**src/rtl/alu_issue_stage.sv**
```systemverilog
// Issue/collect stage wrapped around the combinational ALU units (subtractor, nand_gate, starting_ones).
// Registers operands and select, waits SETTLE cycles, then captures the muxed unit result and offers it downstream.
`timescale 1ns/1ps
module alu_issue_stage #(
   parameter int WIDTH  = 4,
   parameter int SETTLE = 1,
   parameter int CNTW   = 8
) (
   input  logic             i_clk,
   input  logic             i_rst,
   input  logic             i_cmd_valid,
   output logic             o_cmd_ready,
   input  logic [1:0]       i_cmd_op,
   input  logic [WIDTH-1:0] i_cmd_a,
   input  logic [WIDTH-1:0] i_cmd_b,
   output logic [WIDTH-1:0] o_a,
   output logic [WIDTH-1:0] o_b,
   output logic [1:0]       o_op,
   input  logic [WIDTH-1:0] i_y,
   input  logic             i_overflow,
   input  logic             i_err,
   output logic             o_res_valid,
   input  logic             i_res_ready,
   output logic [WIDTH-1:0] o_res_y,
   output logic             o_res_overflow,
   output logic             o_res_err,
   output logic [1:0]       o_res_op,
   output logic             o_busy,
   input  logic             i_clr_status,
   output logic [CNTW-1:0]  o_ovf_cnt,
   output logic             o_err_sticky
);

   localparam int SCW = (SETTLE < 2) ? 1 : $clog2(SETTLE + 1);
   localparam logic [1:0] OP_RSVD = 2'd3;

   typedef enum logic [1:0] {
      IDLE = 2'd0,
      EXEC = 2'd1,
      RESP = 2'd2
   } state_t;

   state_t           state;
   state_t           state_nxt;
   logic [SCW-1:0]   settle_cnt;
   logic             cmd_acc;
   logic             res_hs;
   logic             capture;
   logic [WIDTH-1:0] cap_y;
   logic             cap_ovf;
   logic             cap_err;
   logic             ovf_event;
   logic             err_event;
   logic [CNTW-1:0]  ovf_cnt_nxt;
   logic             err_sticky_nxt;

   assign o_busy = (state != IDLE);

   // Ready looks through to i_res_ready in RESP so a drained result and a new command share one edge.
   always_comb begin
      state_nxt   = state;
      capture     = 1'b0;
      o_cmd_ready = (state == IDLE) || ((state == RESP) && i_res_ready);
      cmd_acc     = i_cmd_valid && o_cmd_ready;
      res_hs      = o_res_valid && i_res_ready;
      case (state)
         IDLE: begin
            if (cmd_acc) state_nxt = EXEC;
         end
         EXEC: begin
            if (settle_cnt == SCW'(1)) begin
               capture   = 1'b1;
               state_nxt = RESP;
            end
         end
         RESP: begin
            if (res_hs) state_nxt = cmd_acc ? EXEC : IDLE;
         end
         default: state_nxt = IDLE;
      endcase
   end

   always_comb begin
      cap_y   = i_y;
      cap_ovf = i_overflow;
      cap_err = i_err;
      if (o_op == OP_RSVD) begin
         cap_y   = '0;
         cap_ovf = 1'b0;
         cap_err = 1'b1;
      end
   end

   // A clear coinciding with a counting handshake keeps that handshake's event.
   always_comb begin
      ovf_event      = res_hs && o_res_overflow;
      err_event      = res_hs && o_res_err;
      ovf_cnt_nxt    = o_ovf_cnt;
      err_sticky_nxt = o_err_sticky;
      if (i_clr_status) begin
         ovf_cnt_nxt    = ovf_event ? CNTW'(1) : '0;
         err_sticky_nxt = err_event;
      end else begin
         if (ovf_event && (o_ovf_cnt != '1)) ovf_cnt_nxt = o_ovf_cnt + CNTW'(1);
         if (err_event) err_sticky_nxt = 1'b1;
      end
   end

   always_ff @(posedge i_clk) begin
      if (i_rst) begin
         state          <= IDLE;
         settle_cnt     <= '0;
         o_a            <= '0;
         o_b            <= '0;
         o_op           <= '0;
         o_res_valid    <= 1'b0;
         o_res_y        <= '0;
         o_res_overflow <= 1'b0;
         o_res_err      <= 1'b0;
         o_res_op       <= '0;
         o_ovf_cnt      <= '0;
         o_err_sticky   <= 1'b0;
      end else begin
         state <= state_nxt;
         if (cmd_acc) begin
            o_a        <= i_cmd_a;
            o_b        <= i_cmd_b;
            o_op       <= i_cmd_op;
            settle_cnt <= SCW'(SETTLE);
         end else if (state == EXEC) begin
            settle_cnt <= settle_cnt - SCW'(1);
         end
         if (capture) begin
            o_res_valid    <= 1'b1;
            o_res_y        <= cap_y;
            o_res_overflow <= cap_ovf;
            o_res_err      <= cap_err;
            o_res_op       <= o_op;
         end else if (res_hs) begin
            o_res_valid <= 1'b0;
         end
         o_ovf_cnt    <= ovf_cnt_nxt;
         o_err_sticky <= err_sticky_nxt;
      end
   end

endmodule

```
**config.mk**
```make
export PLATFORM = sky130hd
export DESIGN_NAME = alu_issue_stage
export DESIGN_NICKNAME = d
export VERILOG_FILES = /design/src/rtl/alu_issue_stage.sv
export SDC_FILE = /design/constraint.sdc
export NUM_CORES = 1
export LEC_CHECK = 0
export BUFFER_PORTS_ARGS = -buffer_cell sky130_fd_sc_hd__buf_2
export CORE_ASPECT_RATIO = 0.6
export CORE_UTILIZATION = 52
export CTS_CLUSTER_DIAMETER = 200
export CTS_CLUSTER_SIZE = 20
export DETAILED_ROUTE_END_ITERATION = 16
export PLACE_DENSITY_LB_ADDON = 0.08
export RECOVER_POWER = 50
export SYNTH_ARGS = -nofsm -noshare
export SYNTH_HDL_FRONTEND = slang
export SYNTH_SLANG_ARGS = --single-unit
```
**constraint.sdc**
```tcl
create_clock -name i_clk -period 2.36 [get_ports i_clk]
set_clock_uncertainty 0.15 [all_clocks]
set_input_delay 0.236 -clock i_clk [delete_from_list [all_inputs] [get_ports i_clk]]
set_output_delay 0.236 -clock i_clk [all_outputs]
set_load 0.03 [all_outputs]
```
==> results_dict.tcl <==
set metrics [dict create \
    outcome "complete, no violations" \
    async_flop_share_pct 0 \
    vias 1406 \
    slew_violations 0 \
    cts_tree "yes" \
    hold_buffers 0 \
    ys_warn_count 0 \
    end_kind "output port" \
    initial_core_util_pct 55.9 \
    final_nets 230 \
    r2r_start "state[0]" \
    power_density_nw_per_um2 666 \
    startpoint_type "flop" \
    drt_iter0_markers 95 \
    crit_end "o_busy" \
    ir_drop_v 0.000392 \
    hp-class "input port to flop" \
    core_um2 2560 \
    drc_errors 0 \
    fmax_ghz 0.529 \
    worst_pin_slew_ns 0.755 \
    avgSynthCellArea_um2 8.82 \
    stdcell_count 240 \
    final-setup-viol-count 0 \
    cts_root_buf "clkbuf_8" \
    min_period_over_period_pct 80.1 \
    pin_count 51 \
    fp.dieW_um 69.7 \
    synth_nets 184 \
    via_per_inst 5.86 \
    r2r_cells 3 \
    clk_pin_slew_worst_paths_ns 0.06 \
    place_inst 233 \
    cts_buffer_depth 2 \
    first_pass_iters 4 \
    netlist_instances 162 \
    reg2reg_slack_ns 0.51 \
    setup.worst_path.class "flop to output port" \
    synth_flop_cell "dfxtp_1" \
    synth_top_cell_by_area "dfxtp_1" \
    slowest_delay_ns 0.81 \
    critical_path.max_fanout 28 \
    cpMaxStageDelayCell "dfxtp_1" \
    cts_buffers 5 \
    synth_edf_count 0 \
    num_rows 14 \
    first_global_vias 1121 \
    relSlewSlack_pct 49.6 \
    antenna_found_initial 0 \
    routabilityCongestion 0.747 \
    gr-total-overflow 0 \
    n_antenna_cell 0 \
    grt_usage_pct 22.8 \
    finalCriticalPeriod_ns 1.89 \
    place_area_um2 1660 \
    maxCapViolCount 0 \
    ys_top_cells_by_area "dfxtp_1 (43%), a21oi_1 (7.4%), or4b_1 (7.0%)" \
    netlist_area_um2 1430 \
    rsz0062_at_grt "false" \
    ys_ff_latch 31 \
    synth.distinct_cells 35 \
    path_cells "or2_2 > buf_2" \
    ant_nets 0 \
    hold_depth 3 \
    post_cts_buffers 0 \
    port_buffers 50 \
    cp.required_ns 1.97 \
    r2r-end "o_res_err" \
    fin_area_um2 1720 \
    crit_start "state[0]" \
    cellLeakagePower_nw 0.696 \
    die-area_um2 2970 \
    cts.sinks 31 \
    fill_cells 245 \
    layout_commonest_cell "dfxtp_1" \
    h-tree-depth 2 \
    cp.arrival_ns 1.51 \
    setup_tns_ns 0 \
    fin_util_pct 67.1 \
    die_height_um 42.6 \
    grt_pass1_wl_um 5280 \
    wl_um 3330 \
    grt_max_degree 30 \
    wire_per_inst_um 13.9 \
    clk_latency_ns 0.28 \
    cts_resized 0 \
    area_growth_pct 20.1 \
    hpwlAfterDp_um 2340 \
    seq_area_frac_synth_pct 43.4 \
    mostFrequentLayoutCells "dfxtp_1 (31), clkbuf_1 (28), buf_2 (22)" \
    synth.top_cell.area_share_pct 43.4 \
    finalHoldViolCount 0 \
    drive_gt1_share_pct 15.4 \
]
metrics by stage:
step	setup slack, ns	total power [mW]	hold slack [ns]
5_1_grt	0.362	1.18	0.0674
2_1_floorplan	0.667	0.689	0.163
4_1_cts	0.470	1.16	0.0564
3_3_place_gp	0.630	0.733	0.291
6_report	0.469	1.14	0.0646
3_5_place_dp	0.542	0.739	0.298
logic make-up (layout without fill, tap and decap cells):
family / after synthesis / in the layout / share of synthesized area [%]
multiplexers: 4 / 4 / 2.80
adder cells (fa/ha/maj): 1 / 1 / 0.876
AND/OR/NAND/NOR: 66 / 66 / 27.1
flip-flops: 31 / 31 / 43.4
AO/OA/AOI/OAI: 45 / 45 / 20.9
buffers and inverters: 15 / 61 / 4.90
per-layer routing:
metal  share of wire, %  GRT usage (%)
met2                 39           30.1
met3                7.0           6.25
met4               0.78           8.40
met1                 54           34.8
met5                  0              0
power by group:
| group | switching [mW] | internal [mW] | total (mW) |
|---|---|---|---|
| combinational | 0.0989 | 0.0536 | 0.153 |
| sequential | 0.0258 | 0.546 | 0.571 |
| clock | 0.190 | 0.228 | 0.419 |
| total | 0.315 | 0.828 | 1.14 |
worst min-delay path by stage:
stage                 start            to  slack, ns
2_1_floorplan  i_clr_status  o_ovf_cnt[2]       0.16
3_3_place_gp     o_res_y[1]    o_res_y[1]       0.29
5_1_grt        i_clr_status  o_ovf_cnt[2]       0.07
3_5_place_dp     o_res_y[3]    o_res_y[3]       0.30
6_report             i_y[1]    o_res_y[1]       0.06
4_1_cts              i_y[1]    o_res_y[1]       0.06
synthesized netlist by cell type (all sizes together) (2+ instances only):
master / n
nand3: 8
nor2: 6
dfxtp: 31
and3: 4
nand2: 20
o21ai: 2
o211ai: 2
mux2i: 4
buf: 6
or4b: 10
nand2b: 4
inv: 4
nand4: 2
a21oi: 21
clkbuf: 5
o31ai: 10
or2: 2
a41o: 2
or3: 4
flip-flops by register name, summed over array words and instances, names as in the netlist:
name	count
o_b	4
o_err_sticky	1
settle_cnt	1
o_op	2
o_res_op	2
o_res_err	1
o_res_y	4
o_res_overflow	1
state	2
o_ovf_cnt	8
o_res_valid	1
o_a	4
cell type report:
class / count / area [µm²] / area share, %
Clock buffer: 6 / 82.6 / 4.81
Clock inverter: 1 / 5.00 / 0.292
Inverter: 4 / 15.0 / 0.875
Multi-Input combinational cell: 116 / 738 / 43.0
Sequential cell: 31 / 621 / 36.2
Tap cell: 32 / 40.0 / 2.33
Timing Repair Buffer: 50 / 215 / 12.5
critical path: cells and delay by family (launching register included):
| kind | cells | cell delay (ns) |
|---|---|---|
| DFF | 1 | 0.81 |
| and+or+nand+nor | 1 | 0.23 |
| buffers and inverters | 1 | 0.19 |
Note: power is estimated with default switching activity, not from simulation.
